## src/rtl/pci_arbiter_if.sv

```systemverilog
// Arbitration bundle between the central PCI arbiter and the three on-chip
// functions: REQ#/GNT# lines, the bus FRAME#/IRDY# monitor inputs and the
// arbiter status outputs.
interface pci_arbiter_if #(
  parameter int N_MASTERS = 3
);
  localparam int OW = (N_MASTERS > 1) ? $clog2(N_MASTERS) : 1;

  logic [N_MASTERS-1:0] req_n;
  logic                 frame_n;
  logic                 irdy_n;
  logic [N_MASTERS-1:0] gnt_n;
  logic [OW-1:0]        owner;
  logic                 gnt_valid;
  logic                 parked;
  logic                 timeout_o;
  logic                 bus_idle;

  // Arbiter side: samples requests and bus state, drives grants and status.
  modport master (
    input  req_n, frame_n, irdy_n,
    output gnt_n, owner, gnt_valid, parked, timeout_o, bus_idle
  );

  // Requester / fabric side: mirror of the arbiter view.
  modport slave (
    output req_n, frame_n, irdy_n,
    input  gnt_n, owner, gnt_valid, parked, timeout_o, bus_idle
  );
endinterface

```

## src/rtl/pci_arbiter.sv

```systemverilog
// Central round-robin PCI bus arbiter with optional bus parking and a
// dead-master grant timeout. All inputs are registered before use and all
// outputs come straight from flops, so REQ# falling at edge k gives GNT#
// low at edge k+2. A grant is always separated from the next one by at
// least one cycle with every GNT# high.
module pci_arbiter #(
  parameter int N_MASTERS    = 3,
  parameter int PARK_EN      = 1,
  parameter int PARK_DEFAULT = 0,
  parameter int GNT_TIMEOUT  = 16
) (
  input  logic          clk_i,
  input  logic          rstn_i,
  pci_arbiter_if.master bus
);
  localparam int OW = (N_MASTERS > 1) ? $clog2(N_MASTERS) : 1;

  typedef enum logic [1:0] {
    ST_IDLE,
    ST_GNT,
    ST_BUSY,
    ST_SWITCH
  } state_t;

  // Registered bus inputs
  logic [N_MASTERS-1:0] req_q;
  logic                 frame_q;
  logic                 irdy_q;
  logic                 idle;

  // Arbitration state
  state_t               state_reg, state_next;
  logic [OW-1:0]        owner_reg, owner_next;
  logic                 parked_reg, parked_next;
  logic [7:0]           timer_reg, timer_next;
  logic                 timeout_next;

  // Registered outputs
  logic [N_MASTERS-1:0] gnt_n_reg;
  logic                 gnt_valid_reg;
  logic                 timeout_reg;
  logic                 bus_idle_reg;

  // Helpers
  logic [N_MASTERS-1:0] own_onehot;
  logic [N_MASTERS-1:0] gnt_dec;
  logic                 any_req;
  logic                 other_req;
  logic                 grant_next;
  logic [OW-1:0]        pick;
  logic                 pick_found;

  assign idle      = frame_q & irdy_q;
  assign any_req   = |req_q;
  assign other_req = |(req_q & ~own_onehot);
  assign grant_next = (state_next == ST_GNT) || (state_next == ST_BUSY);

  // Per-master decode of the current owner and of the next-cycle grant.
  for (genvar gi = 0; gi < N_MASTERS; gi++) begin : g_dec
    assign own_onehot[gi] = (owner_reg == OW'(gi));
    assign gnt_dec[gi]    = ~(grant_next && (owner_next == OW'(gi)));
  end

  // Capture REQ#/FRAME#/IRDY# so every decision works on clean flops.
  always_ff @(posedge clk_i or negedge rstn_i) begin
    if (!rstn_i) begin
      req_q   <= '0;
      frame_q <= 1'b1;
      irdy_q  <= 1'b1;
    end else begin
      req_q   <= ~bus.req_n;
      frame_q <= bus.frame_n;
      irdy_q  <= bus.irdy_n;
    end
  end

  // Round-robin pick: first requester after the owner, the owner itself last.
  always_comb begin
    pick       = owner_reg;
    pick_found = 1'b0;
    for (int k = 1; k <= N_MASTERS; k++) begin
      if (!pick_found && req_q[(int'(owner_reg) + k) % N_MASTERS]) begin
        pick       = OW'((int'(owner_reg) + k) % N_MASTERS);
        pick_found = 1'b1;
      end
    end
  end

  // Next-state logic for grant ownership, parking and the timeout timer.
  always_comb begin
    state_next   = state_reg;
    owner_next   = owner_reg;
    parked_next  = parked_reg;
    timer_next   = timer_reg;
    timeout_next = 1'b0;
    case (state_reg)
      // SWITCH is the mandatory all-high gap; it then decides exactly like IDLE.
      ST_IDLE, ST_SWITCH: begin
        if (any_req) begin
          owner_next  = pick;
          parked_next = 1'b0;
          timer_next  = '0;
          state_next  = ST_GNT;
        end else if ((PARK_EN != 0) && idle) begin
          parked_next = 1'b1;
          timer_next  = '0;
          state_next  = ST_GNT;
        end else begin
          parked_next = 1'b0;
          state_next  = ST_IDLE;
        end
      end
      ST_GNT: begin
        if (!frame_q) begin
          // Owner started a transaction; FRAME# beats a coincident timeout.
          parked_next = 1'b0;
          timer_next  = '0;
          state_next  = ST_BUSY;
        end else if (parked_reg && req_q[owner_reg]) begin
          parked_next = 1'b0;
        end else if (parked_reg && other_req) begin
          parked_next = 1'b0;
          state_next  = ST_SWITCH;
        end else if (!parked_reg && !req_q[owner_reg] && idle) begin
          state_next  = ST_SWITCH;
        end else if (!parked_reg && idle) begin
          if (timer_reg == 8'(GNT_TIMEOUT - 1)) begin
            timeout_next = 1'b1;
            state_next   = ST_SWITCH;
          end else begin
            timer_next = timer_reg + 8'd1;
          end
        end
      end
      ST_BUSY: begin
        if (other_req) begin
          // Hidden arbitration: pull GNT# now, owner finishes on its latency timer.
          parked_next = 1'b0;
          state_next  = ST_SWITCH;
        end else if (idle && !req_q[owner_reg]) begin
          if (PARK_EN != 0) begin
            parked_next = 1'b1;
            timer_next  = '0;
            state_next  = ST_GNT;
          end else begin
            parked_next = 1'b0;
            state_next  = ST_IDLE;
          end
        end
      end
      default: begin
        parked_next = 1'b0;
        state_next  = ST_IDLE;
      end
    endcase
  end

  // State and registered outputs; async reset drops every GNT# at once.
  always_ff @(posedge clk_i or negedge rstn_i) begin
    if (!rstn_i) begin
      state_reg     <= ST_IDLE;
      owner_reg     <= OW'(PARK_DEFAULT);
      parked_reg    <= 1'b0;
      timer_reg     <= '0;
      gnt_n_reg     <= '1;
      gnt_valid_reg <= 1'b0;
      timeout_reg   <= 1'b0;
      bus_idle_reg  <= 1'b1;
    end else begin
      state_reg     <= state_next;
      owner_reg     <= owner_next;
      parked_reg    <= parked_next;
      timer_reg     <= timer_next;
      gnt_n_reg     <= gnt_dec;
      gnt_valid_reg <= grant_next;
      timeout_reg   <= timeout_next;
      bus_idle_reg  <= bus.frame_n & bus.irdy_n;
    end
  end

  assign bus.gnt_n     = gnt_n_reg;
  assign bus.owner     = owner_reg;
  assign bus.gnt_valid = gnt_valid_reg;
  assign bus.parked    = parked_reg;
  assign bus.timeout_o = timeout_reg;
  assign bus.bus_idle  = bus_idle_reg;
endmodule
```

## src/flat_wrapper.sv

```systemverilog
// flat-port wrapper written by rule: the top's interface ports become plain ports
module pci_arbiter_flat 
#(
  parameter int N_MASTERS    = 3,
  parameter int PARK_EN      = 1,
  parameter int PARK_DEFAULT = 0,
  parameter int GNT_TIMEOUT  = 16
)
  (clk_i, rstn_i, bus_req_n, bus_frame_n, bus_irdy_n, bus_gnt_n, bus_owner, bus_gnt_valid, bus_parked, bus_timeout_o, bus_bus_idle);
  pci_arbiter_if #(.N_MASTERS(N_MASTERS)) bus_i ();
  input  logic clk_i;
  input  logic rstn_i;
  input wire logic [$bits(bus_i.req_n)-1:0] bus_req_n;
  input wire logic [$bits(bus_i.frame_n)-1:0] bus_frame_n;
  input wire logic [$bits(bus_i.irdy_n)-1:0] bus_irdy_n;
  output wire logic [$bits(bus_i.gnt_n)-1:0] bus_gnt_n;
  output wire logic [$bits(bus_i.owner)-1:0] bus_owner;
  output wire logic [$bits(bus_i.gnt_valid)-1:0] bus_gnt_valid;
  output wire logic [$bits(bus_i.parked)-1:0] bus_parked;
  output wire logic [$bits(bus_i.timeout_o)-1:0] bus_timeout_o;
  output wire logic [$bits(bus_i.bus_idle)-1:0] bus_bus_idle;
  assign bus_i.req_n = bus_req_n;
  assign bus_i.frame_n = bus_frame_n;
  assign bus_i.irdy_n = bus_irdy_n;
  assign bus_gnt_n = bus_i.gnt_n;
  assign bus_owner = bus_i.owner;
  assign bus_gnt_valid = bus_i.gnt_valid;
  assign bus_parked = bus_i.parked;
  assign bus_timeout_o = bus_i.timeout_o;
  assign bus_bus_idle = bus_i.bus_idle;
  pci_arbiter #(.N_MASTERS(N_MASTERS), .PARK_EN(PARK_EN), .PARK_DEFAULT(PARK_DEFAULT), .GNT_TIMEOUT(GNT_TIMEOUT)) u_core (.clk_i(clk_i), .rstn_i(rstn_i), .bus(bus_i));
endmodule
```

## config.mk

```make
export PLATFORM = sky130hd
export DESIGN_NAME = pci_arbiter_flat
export DESIGN_NICKNAME = d
export VERILOG_FILES = /design/src/rtl/pci_arbiter_if.sv /design/src/rtl/pci_arbiter.sv /design/src/flat_wrapper.sv
export SDC_FILE = /design/constraint.sdc
export NUM_CORES = 1
export LEC_CHECK = 0
export CORE_AREA = 2 2 57 59
export DETAILED_ROUTE_END_ITERATION = 16
export DIE_AREA = 0 0 59 61
export PLACE_DENSITY = 0.78
export SKIP_LAST_GASP = 1
export SYNTH_ARGS = -nofsm -noshare
export SYNTH_HDL_FRONTEND = slang
export SYNTH_SLANG_ARGS = --single-unit
```

## constraint.sdc

```tcl
create_clock -name clk_i -period 2.7 [get_ports clk_i]
set_input_delay 0.675 -clock clk_i [delete_from_list [all_inputs] [get_ports clk_i]]
set_output_delay 0.675 -clock clk_i [all_outputs]
set_load 0.01 [all_outputs]
```

==> run metrics, run 1 <==
crit path max fanout=8; max-slew violations=0; number of buffer cells added on primary ports=15; sequential element share of the synthesized area=38.54%; total global-route track usage=20.12%; relative area change from synthesis to final layout=14.59%; number of resized instances in the post-cts repair step=0; fmax=0.4230 GHz; total setup violations reported at the end of the flow=0; arrival time of the worst setup path=2.63 ns; worst setup skew after layout=0.009012 ns; Maximum Capacitance Violations=0; Net count, final=194; clock slew seen by the registers of the worst setup and hold paths=0.14 ns; Remaining DRCs=0; remaining max-slew budget at the tightest pin=59.55%; cts bufs inserted=3; total number of clock tree sinks=24; share of cells above drive strength 1=14.61%; post-synthesis net count=178; number of cell instances on the worst register-to-register path=8; Netlist cell types=56; placement row count=20; time the worst path needs with I/O delays and setup=2.364 ns; Clock Latency Late Sink=0.32 ns; transition at the pin with the smallest max-transition slack=0.6026 ns; Worst Path Class, Setup=flop to flop; total cell area at the placement stage=1755 sq um; Clock Path Buffers=2; detailed router's first-iteration violation count=58; area of all placed cells without fillers=1808 sq um; count of flip-flops with a built-in enable after synthesis=0; WL per Instance=15.84 um; setup repair after global routing missed its margin=no; I/O pins=16; result of the run=finished, final reports clean; instance count of the mapped netlist=163; data required time of the critical path=2.97 ns; type of element launching the critical path=flop; synthesis-stage register bit count=24; Core Footprint=2953 sq um; H-tree lvl count=1; initial antenna violation count=0; share of synthesized registers carrying an async set or reset=100.0%; Largest register FFs=8; clock tree from TritonCTS=built; peak ir drop on the vdd network=0.5749 mV; Final Hold Vio Count=0; via count of the routed design=1311; buffer type at the clock tree root=sky130_fd_sc_hd__clkbuf_4; number of diodes=0; Synth Warn #=0; buffers inserted by post-CTS timing repair=0; die area=3599 sq um; total global routing overflow=0; standby leakage power=0.7364 nW; Die H=61 um; starting density of the core=53.43%; Avg Synthesized Cell Area=9.680 sq um; Routed WL=3.343 mm; HPWL after DPL=2.573 mm; ratio of final minimum period to clock period=87.57%; post-route setup TNS=0 ns; cell area after technology mapping=1578 sq um; Placer Congestion=0.8049; number of global-route vias before repair=1292; classification of the worst-slack hold path=flop to flop; prevailing post-synth register cell=sky130_fd_sc_hd__dfrtp_1; category of the worst setup path capture point=flop; ratio of total power to cell area=963.4 nW/um^2; cts-stage hold buffer count=0; Initial DRT Pass Iterations=4; remaining antenna violation count=0; DR vias/cell=6.213; maximum number of pins on one net before global-route repair=25; global-route wire length before repair=5.575 mm; width of the chip=59 um; number of cells traversed by the worst hold path=1; Pwr Total=1.742 mW
## report_power, final
part	switching, mW	total, mW	leakage (nW)	internal [mW]
combinational	0.574	0.996	0.410	0.422
clock	0.111	0.261	0.0279	0.150
sequential	0.0531	0.485	0.299	0.432
## per-layer routing
layer	part of all wire, %	wire, um	track usage (%)
met5	0	0	0
met4	2.3	76	8.442
met3	3.4	112	2.132
met2	52	1738	37.14
met1	42	1415	23.73
## placed cells by master, fill, tap and decap left out, types with 3 or more instances in the layout
| cell type | synthesis | routed |
|---|---|---|
| sky130_fd_sc_hd__o21ai_0 | 7 | 7 |
| sky130_fd_sc_hd__dfstp_2 | 6 | 6 |
| sky130_fd_sc_hd__nor2b_1 | 5 | 5 |
| sky130_fd_sc_hd__nand2b_1 | 4 | 4 |
| sky130_fd_sc_hd__a21oi_1 | 7 | 7 |
| sky130_fd_sc_hd__and2_1 | 4 | 4 |
| sky130_fd_sc_hd__nand3_1 | 8 | 8 |
| sky130_fd_sc_hd__inv_1 | 12 | 12 |
| sky130_fd_sc_hd__nor2_1 | 4 | 4 |
| sky130_fd_sc_hd__ha_1 | 8 | 8 |
| sky130_fd_sc_hd__nor3_1 | 4 | 4 |
| sky130_fd_sc_hd__o21ai_1 | 3 | 3 |
| sky130_fd_sc_hd__clkdlybuf4s50_1 | 0 | 15 |
| sky130_fd_sc_hd__nor4_1 | 3 | 3 |
| sky130_fd_sc_hd__mux2i_1 | 4 | 4 |
| sky130_fd_sc_hd__clkbuf_4 | 0 | 3 |
| sky130_fd_sc_hd__a31oi_1 | 3 | 3 |
| sky130_fd_sc_hd__dfrtp_1 | 18 | 18 |
| sky130_fd_sc_hd__nand2_1 | 13 | 13 |
## final timing paths
kind	start	slack (ns)	end
max in group asynchronous	rstn_i	1.72	u_core.bus.gnt_n[0]$_DFF_PN1_
worst min register to register	u_core.timer_reg[6]$_DFFE_PN0P_	0.53	u_core.timer_reg[6]$_DFFE_PN0P_
min in group asynchronous	rstn_i	0.69	u_core.timer_reg[5]$_DFFE_PN0P_
worst min-delay path	u_core.timer_reg[6]$_DFFE_PN0P_	0.53	u_core.timer_reg[6]$_DFFE_PN0P_
worst max register to register	u_core.bus.owner[0]$_DFF_PN0_	0.34	u_core.bus.gnt_n[2]$_DFF_PN1_
worst max-delay path	u_core.bus.owner[0]$_DFF_PN0_	0.34	u_core.bus.gnt_n[2]$_DFF_PN1_
## synthesized netlist by cell type, types with 3 or more instances
| master | instances | area share (%) |
|---|---|---|
| sky130_fd_sc_hd__nor3_1 | 4 | 1.3 |
| sky130_fd_sc_hd__nor2_1 | 4 | 0.95 |
| sky130_fd_sc_hd__inv_1 | 12 | 2.9 |
| sky130_fd_sc_hd__nand2_1 | 13 | 3.1 |
| sky130_fd_sc_hd__nor2b_1 | 5 | 2.0 |
| sky130_fd_sc_hd__o21ai_0 | 7 | 2.2 |
| sky130_fd_sc_hd__dfrtp_1 | 18 | 29 |
| sky130_fd_sc_hd__ha_1 | 8 | 6.3 |
| sky130_fd_sc_hd__dfstp_2 | 6 | 10 |
| sky130_fd_sc_hd__mux2i_1 | 4 | 2.5 |
| sky130_fd_sc_hd__nand3_1 | 8 | 2.5 |
| sky130_fd_sc_hd__and2_1 | 4 | 1.6 |
| sky130_fd_sc_hd__nor4_1 | 3 | 1.2 |
| sky130_fd_sc_hd__a31oi_1 | 3 | 1.2 |
| sky130_fd_sc_hd__a21oi_1 | 7 | 2.2 |
| sky130_fd_sc_hd__nand2b_1 | 4 | 1.6 |
| sky130_fd_sc_hd__o21ai_1 | 3 | 0.95 |
| sky130_fd_sc_hd__clkbuf_1 | 3 | 0.71 |
## critical path, stage by stage, from the launching register on
cell and delay (ns):
sky130_fd_sc_hd__dfrtp_1 0.48, sky130_fd_sc_hd__inv_1 0.17, sky130_fd_sc_hd__ha_1 0.16, sky130_fd_sc_hd__nand2b_1 0.11
sky130_fd_sc_hd__o221ai_2 0.18, sky130_fd_sc_hd__and2_1 0.23, sky130_fd_sc_hd__a311oi_1 0.53, sky130_fd_sc_hd__o211ai_1 0.17
sky130_fd_sc_hd__mux2_4 0.29
## final cells by class
cell class	count	area, sq um
Fill cell	250	1145
Multi-Input combinational cell	121	899.6
Sequential cell	24	608.1
Timing Repair Buffer	16	157.7
Inverter	13	48.80
Tap cell	33	41.29
Clock inverter	1	30.03
Clock buffer	3	22.52
## through the flow
stage	setup slack, ns	hold slack (ns)	std cells	utilization (%)
after floorplan	0.4794	0.3794	163	-
after global placement	0.5147	0.5031	207	59.45
after detailed placement	0.3612	0.5193	207	59.45
after CTS	0.3358	0.5344	211	61.23
after global routing	0.1688	0.5616	211	61.23
final	0.3357	0.5314	211	61.23
## logic make-up (layout without fill, tap and decap cells)
group / Yosys count / count (layout) / synth area share [%]
and+or+nand+nor: 56 / 56 / 19.67
AOI/OAI and AO/OA: 48 / 48 / 25.22
DFF: 24 / 24 / 38.54
buffers and inverters: 18 / 33 / 4.440
adders and majority gates: 9 / 9 / 6.979
muxes: 5 / 5 / 3.489
xor gates and xnor gates: 3 / 3 / 1.666
Note: power is estimated with default switching activity, not from simulation.
==> run 2, diff against run 1 <==
- GPL_TIMING_DRIVEN: default -> 0
==> run 2 against run 1 <==
Net effect:
- sequential power about the same
- clock power about the same
- power decreased by 0.53%
- sequential share of layout area decreased by 0.25 points
- count of clock-buffer cells in the layout unchanged
- via count decreased by 0.69%
- first-iteration DRC count decreased by 17%
- utilization increased by 0.47 points
- non-clock buffer count increased by 4
- critical path depth increased by 1
- worst hold slack got worse by 0.0059 ns
- critical endpoint unchanged
- largest cell class unchanged
==> run metrics, run 2 (synthesis results as in run 1) <==
Remaining DRCs=0 (unchanged); total setup violations reported at the end of the flow=0 (unchanged); initial antenna violation count=0 (unchanged); leading cell types in the layout, fill and taps excluded=sky130_fd_sc_hd__dfrtp_1, sky130_fd_sc_hd__clkdlybuf4s50_1, sky130_fd_sc_hd__nand2_1; H-tree lvl count=1 (unchanged); chain of cells forming the critical path=inv_1 > ha_1 > nor3b_1 > nor2_1 > o2111ai_1 > a21bo_1 > clkbuf_1 > o211ai_1 > mux2_4; result of the run=finished, final reports clean; setup repair after global routing missed its margin=no; crit path max fanout=7 (-1); Final Hold Vio Count=0 (unchanged); Net count, final=198 (+2.1%); final non-filler cell total=215 (+1.9%); number of buffer cells added on primary ports=15 (unchanged); Bufs and invs on worst path=2 (+1); remaining max-slew budget at the tightest pin=31.44% (-28 points); Placer Congestion=0.8139 (+1.1%); DR vias/cell=6.056 (-2.5%); buffer type at the clock tree root=sky130_fd_sc_hd__clkbuf_4; relative contribution of sequential cells to total power=28.0% (+0.2 points); total global routing overflow=0 (unchanged); Clock Latency Late Sink=0.32 ns (about the same); I/O pins=16 (unchanged); family of cells with the greatest summed delay on the critical path=flip-flops; data required time of the critical path=2.96 ns (about the same); Pwr Total=1.733 mW (-0.53%); number of global-route vias before repair=1331 (+3.0%); fmax=0.4087 GHz (-3.4%); width of the chip=59 um (unchanged); area of all placed cells without fillers=1822 sq um (+0.76%); number of diodes=0 (unchanged); total number of clock tree sinks=24 (unchanged); worst setup skew after layout=0.002810 ns (-0.006202 ns); via count of the routed design=1302 (-0.69%); standby leakage power=0.7438 nW (+1.0%); starting density of the core=53.43% (unchanged); cts bufs inserted=3 (unchanged); internal power component=1.005 mW (about the same); Slowest cell on crit path=sky130_fd_sc_hd__dfrtp_1; clock tree from TritonCTS=built; Clock Path Buffers=2 (unchanged); power dissipated by switching net loads=727.1 uW (-1.4%); post-route setup TNS=0 ns (unchanged); ratio of total power to cell area=951.0 nW/um^2 (-1.3%); ratio of final minimum period to clock period=90.61% (+3.0 points); die area=3599 sq um (unchanged); Largest register FFs=8 (unchanged); classification of the worst-slack hold path=flop to flop; detailed router's first-iteration violation count=48 (-17%); maximum number of pins on one net before global-route repair=25 (unchanged); fraction of power spent switching nets=41.97% (-0.36 points); remaining antenna violation count=0 (unchanged); share of the core filled with cells=61.69% (+0.47 points); total global-route track usage=21.32% (+1.2 points); relative contribution of the clock network to total power=14.9% (about the same); delay of the slowest critical-path stage=0.49 ns (-0.04 ns); Cells after DPL=211 (+1.9%); type of element launching the critical path=flop; most frequent standard cell in the layout excluding fill and tap cells=sky130_fd_sc_hd__dfrtp_1; Maximum Capacitance Violations=0 (unchanged); relative area change from synthesis to final layout=15.46%; Routed WL=3.159 mm (-5.5%); Initial DRT Pass Iterations=4 (unchanged); share of cells above drive strength 1=14.84% (+0.23 points); time the worst path needs with I/O delays and setup=2.446 ns (+0.08218 ns); Die H=61 um (unchanged); combinational cell fraction of total power=57.1% (about the same); cts-stage hold buffer count=0 (unchanged); arrival time of the worst setup path=2.71 ns (+0.08 ns); peak ir drop on the vdd network=0.5168 mV (-10%); Worst Path Class, Setup=flop to flop; clock slew seen by the registers of the worst setup and hold paths=0.13 ns (about the same); global-route wire length before repair=5.906 mm (+5.9%); max-slew violations=0 (unchanged); WL per Instance=14.69 um (-7.3%); number of resized instances in the post-cts repair step=0 (unchanged); total cell area at the placement stage=1769 sq um (+0.78%); Core Footprint=2953 sq um (unchanged); buffers inserted by post-CTS timing repair=0 (unchanged); category of the worst setup path capture point=flop; placement row count=20 (unchanged); HPWL after DPL=2.423 mm (-5.8%); transition at the pin with the smallest max-transition slack=1.025 ns (+0.4226 ns)
## run 2: changes by cell type in the layout (fill, tap and decap cells not counted)
cell                       previous run  this run
sky130_fd_sc_hd__buf_2                0         2
sky130_fd_sc_hd__buf_4                1         0
sky130_fd_sc_hd__clkbuf_1             0         3
## run 2: metal layers
metal	up-vias	wire, um	track usage, %
met3	6	157	5.544
met4	0	24	5.844
met1	623	1351	26.81
li1	641	-	-
met2	32	1625	36.51
met5	-	0	0
## run 2: final timing paths
path	end	start	slack (ns)	depth (start not counted)
max	u_core.bus.gnt_n[2]$_DFF_PN1_	u_core.bus.owner[0]$_DFF_PN0_	0.25	9
min	u_core.timer_reg[6]$_DFFE_PN0P_	u_core.timer_reg[6]$_DFFE_PN0P_	0.53	1
max reg2reg	u_core.bus.gnt_n[2]$_DFF_PN1_	u_core.bus.owner[0]$_DFF_PN0_	0.25	9
min reg2reg	u_core.timer_reg[6]$_DFFE_PN0P_	u_core.timer_reg[6]$_DFFE_PN0P_	0.53	1
max in group asynchronous	u_core.state_reg[1]$_DFF_PN0_	rstn_i	1.19	1
min in group asynchronous	u_core.timer_reg[7]$_DFFE_PN0P_	rstn_i	0.90	1
## run 2: area by class of cell
type / count / area [sq um]
clock inverter: 1 / 30.03
clock buffer: 3 / 22.52
sequential: 24 / 608.1
multi-input combinational: 121 / 899.6
fill: 252 / 1131
buffer: 5 / 21.27
tap: 33 / 41.29
timing repair buffer: 15 / 150.1
inverter: 13 / 48.80
## run 2: metrics by stage
step / hold slack, ns / setup slack (ns)
finish: 0.5255 / 0.2535
floorplan: 0.3794 / 0.4794
CTS: 0.5264 / 0.2511
global route: 0.5715 / 0.04664
detailed placement: 0.5152 / 0.2996
global placement: 0.4989 / 0.3689
## run 2: power groups by stage
| stage | Clock [mW] | Sequential (mW) | Combinational [mW] |
|---|---|---|---|
| finish | 0.258 | 0.485 | 0.989 |
| global route | 0.278 | 0.496 | 1.11 |
| CTS | 0.264 | 0.485 | 0.994 |
| detailed placement | 0 | 0.490 | 0.985 |
| global placement | 0 | 0.490 | 0.947 |
| floorplan | 0 | 0.501 | 0.732 |
==> run 3, diff against run 2 <==
- CORE_AREA: 2 2 57 59 -> 2 2 67 69
- DIE_AREA: 0 0 59 61 -> 0 0 69 71
- PLACE_DENSITY: 0.78 -> 0.6
==> run 3 against run 2 <==
Net effect:
- utilization is 17 points lower
- power is 4.6% higher
- highest routed layer unchanged
- non-clock buffer count stayed put
- cell count is 8.8% higher
- combinational power hardly changed
- flip-flop and latch count stayed put
- critical path type unchanged
==> run metrics, run 3 (synthesis results as in run 1) <==
share of cells above drive strength 1=15.38% (+0.55 points); capture instance of the worst register-to-register path=u_core.bus.gnt_n[2]$_DFF_PN1_; category of the worst setup path capture point=flop; I/O pins=16 (unchanged); peak ir drop on the vdd network=0.5331 mV (+3.2%); Remaining DRCs=0 (unchanged); result of the run=finished, final reports clean; beginning of the worst register-to-register path=u_core.bus.owner[0]$_DFF_PN0_; number of cells traversed by the worst hold path=1 (unchanged); Clock Latency Late Sink=0.27 ns (-0.05 ns); number of diodes=0 (unchanged); Net count, final=198 (unchanged); worst-case register-to-register setup slack=0.26 ns (about the same); Clock Path Buffers=2 (unchanged); buffer type at the clock tree root=sky130_fd_sc_hd__clkbuf_8; total setup violations reported at the end of the flow=0 (unchanged); via count of the routed design=1319 (+1.3%); fill cell total of the finished layout=404 (+60%); cts-stage hold buffer count=0 (unchanged); Placer Congestion=0.7667 (-5.8%); Largest register FFs=8 (unchanged); number of cell instances on the worst register-to-register path=9 (unchanged); arrival time of the worst setup path=2.64 ns (-0.07 ns); H-tree lvl count=1 (unchanged); standby leakage power=0.7532 nW (+1.3%); detailed router's first-iteration violation count=66 (+38%); Die H=71 um (+16%); data required time of the critical path=2.91 ns (-0.05 ns); remaining antenna violation count=0 (unchanged); cts bufs inserted=3 (unchanged); Worst Path Class, Setup=flop to flop; number of global-route vias before repair=1307 (-1.8%); Final Hold Vio Count=0 (unchanged); post-route setup TNS=0 ns (unchanged); WL per Instance=14.34 um (-2.4%); Maximum Capacitance Violations=0 (unchanged); type of element launching the critical path=flop; DR vias/cell=5.637 (-6.9%); maximum number of pins on one net before global-route repair=25 (unchanged); total global-route track usage=14.51% (-6.8 points); number of buffer cells added on primary ports=15 (unchanged); ratio of total power to cell area=969.7 nW/um^2 (+2.0%); Core Footprint=4204 sq um (+42%); global-route wire length before repair=5.885 mm (-0.36%); worst setup skew after layout=0.001112 ns (-0.001698 ns); relative area change from synthesis to final layout=18.48%; transition at the pin with the smallest max-transition slack=1.038 ns (+0.01241 ns); final non-filler cell total=234 (+8.8%); most frequent standard cell in the layout excluding fill and tap cells=sky130_fd_sc_hd__dfrtp_1; Routed WL=3.355 mm (+6.2%); width of the chip=69 um (+17%); Initial DRT Pass Iterations=4 (unchanged); startpoint of the most critical hold path=u_core.timer_reg[6]$_DFFE_PN0P_; destination of the worst hold path=u_core.timer_reg[6]$_DFFE_PN0P_; initial antenna violation count=0 (unchanged); clock slew seen by the registers of the worst setup and hold paths=0.09 ns (-0.04 ns); HPWL after DPL=2.538 mm (+4.7%); starting density of the core=37.53% (-16 points); crit path max fanout=7 (unchanged); max-slew violations=0 (unchanged); leading cell types in the layout, fill and taps excluded=sky130_fd_sc_hd__dfrtp_1, sky130_fd_sc_hd__clkdlybuf4s50_1, sky130_fd_sc_hd__nand2_1; placement row count=24 (+20%); time the worst path needs with I/O delays and setup=2.438 ns (-0.008012 ns); fmax=0.4101 GHz (+0.33%); Cells after DPL=230 (+9.0%); remaining max-slew budget at the tightest pin=30.61% (-0.83 points); classification of the worst-slack hold path=flop to flop; total number of clock tree sinks=24 (unchanged); setup repair after global routing missed its margin=no; clock tree from TritonCTS=built; ratio of final minimum period to clock period=90.31% (-0.30 points); total global routing overflow=0 (unchanged); die area=4899 sq um (+36%)
[run 3: cell counts in the layout (fill, tap and decap cells not counted)]
Identical to the previous run, type by type.
[run 3: through the flow]
stage / hold WS (ns) / power (mW) / worst slack (ns) / instance area [sq um] / util [%]
floorplan: 0.3794 / 1.232 / 0.4794 / 1578 / -
global placement: 0.5083 / 1.455 / 0.3431 / 1793 / 42.65
detailed placement: 0.5218 / 1.494 / 0.2142 / 1793 / 42.65
CTS: 0.5391 / 1.817 / 0.2029 / 1864 / 44.35
global route: 0.5714 / 1.954 / 0.08118 / 1869 / 44.46
finish: 0.5462 / 1.813 / 0.2615 / 1869 / 44.46
[run 3: metal layers]
metal | vias up | share of wire (%) | track usage, %
li1 | 636 | - | -
met1 | 651 | 46 | 18.39
met2 | 27 | 49 | 24.79
met3 | 5 | 2.9 | 1.994
met4 | 0 | 1.7 | 6.318
met5 | - | 0 | 0
[run 3: worst max-delay path, cell delays in order (launching register included)]
cell                        delay, ns
sky130_fd_sc_hd__dfrtp_1         0.48
sky130_fd_sc_hd__inv_1           0.15
sky130_fd_sc_hd__ha_1            0.43
sky130_fd_sc_hd__nor3b_2         0.25
sky130_fd_sc_hd__nor2_1          0.06
sky130_fd_sc_hd__o2111ai_1       0.19
sky130_fd_sc_hd__a21bo_1         0.15
sky130_fd_sc_hd__clkbuf_1        0.25
sky130_fd_sc_hd__o211ai_1        0.14
sky130_fd_sc_hd__mux2_4          0.29
[run 3: final cells by class]
type	instances	area, sq um	share of cell area [%]
Multi-Input combinational cell	121	904.6	48.39
Tap cell	52	65.06	3.481
Clock inverter	1	30.03	1.606
Sequential cell	24	608.1	32.53
Inverter	13	48.80	2.610
Timing Repair Buffer	15	150.1	8.032
Clock buffer	3	41.29	2.209
Buffer	5	21.27	1.138
[run 3: how the worst max path moves through the flow]
stage	slack, ns	startpoint	to
floorplan	0.48	u_core.bus.owner[0]$_DFF_PN0_	u_core.bus.gnt_n[2]$_DFF_PN1_
finish	0.26	u_core.bus.owner[0]$_DFF_PN0_	u_core.bus.gnt_n[2]$_DFF_PN1_
global placement	0.34	u_core.bus.owner[0]$_DFF_PN0_	u_core.bus.gnt_n[2]$_DFF_PN1_
global route	0.08	u_core.bus.owner[0]$_DFF_PN0_	u_core.bus.gnt_n[2]$_DFF_PN1_
CTS	0.20	u_core.bus.owner[0]$_DFF_PN0_	u_core.bus.gnt_n[2]$_DFF_PN1_
detailed placement	0.21	u_core.bus.owner[0]$_DFF_PN0_	u_core.bus.gnt_n[2]$_DFF_PN1_
[run 3: power breakdown]
group,switching (mW),internal [mW]
registers,0.0529,0.432
logic,0.584,0.425
clock network,0.120,0.198
[run 3: what timing repair did]
action | CTS | global route
setup endpoints to repair | 0 | 1
endpoints found under the hold margin | 0 | 0
gates resized for setup | 0 | 1
buffers inserted | 0 | 0
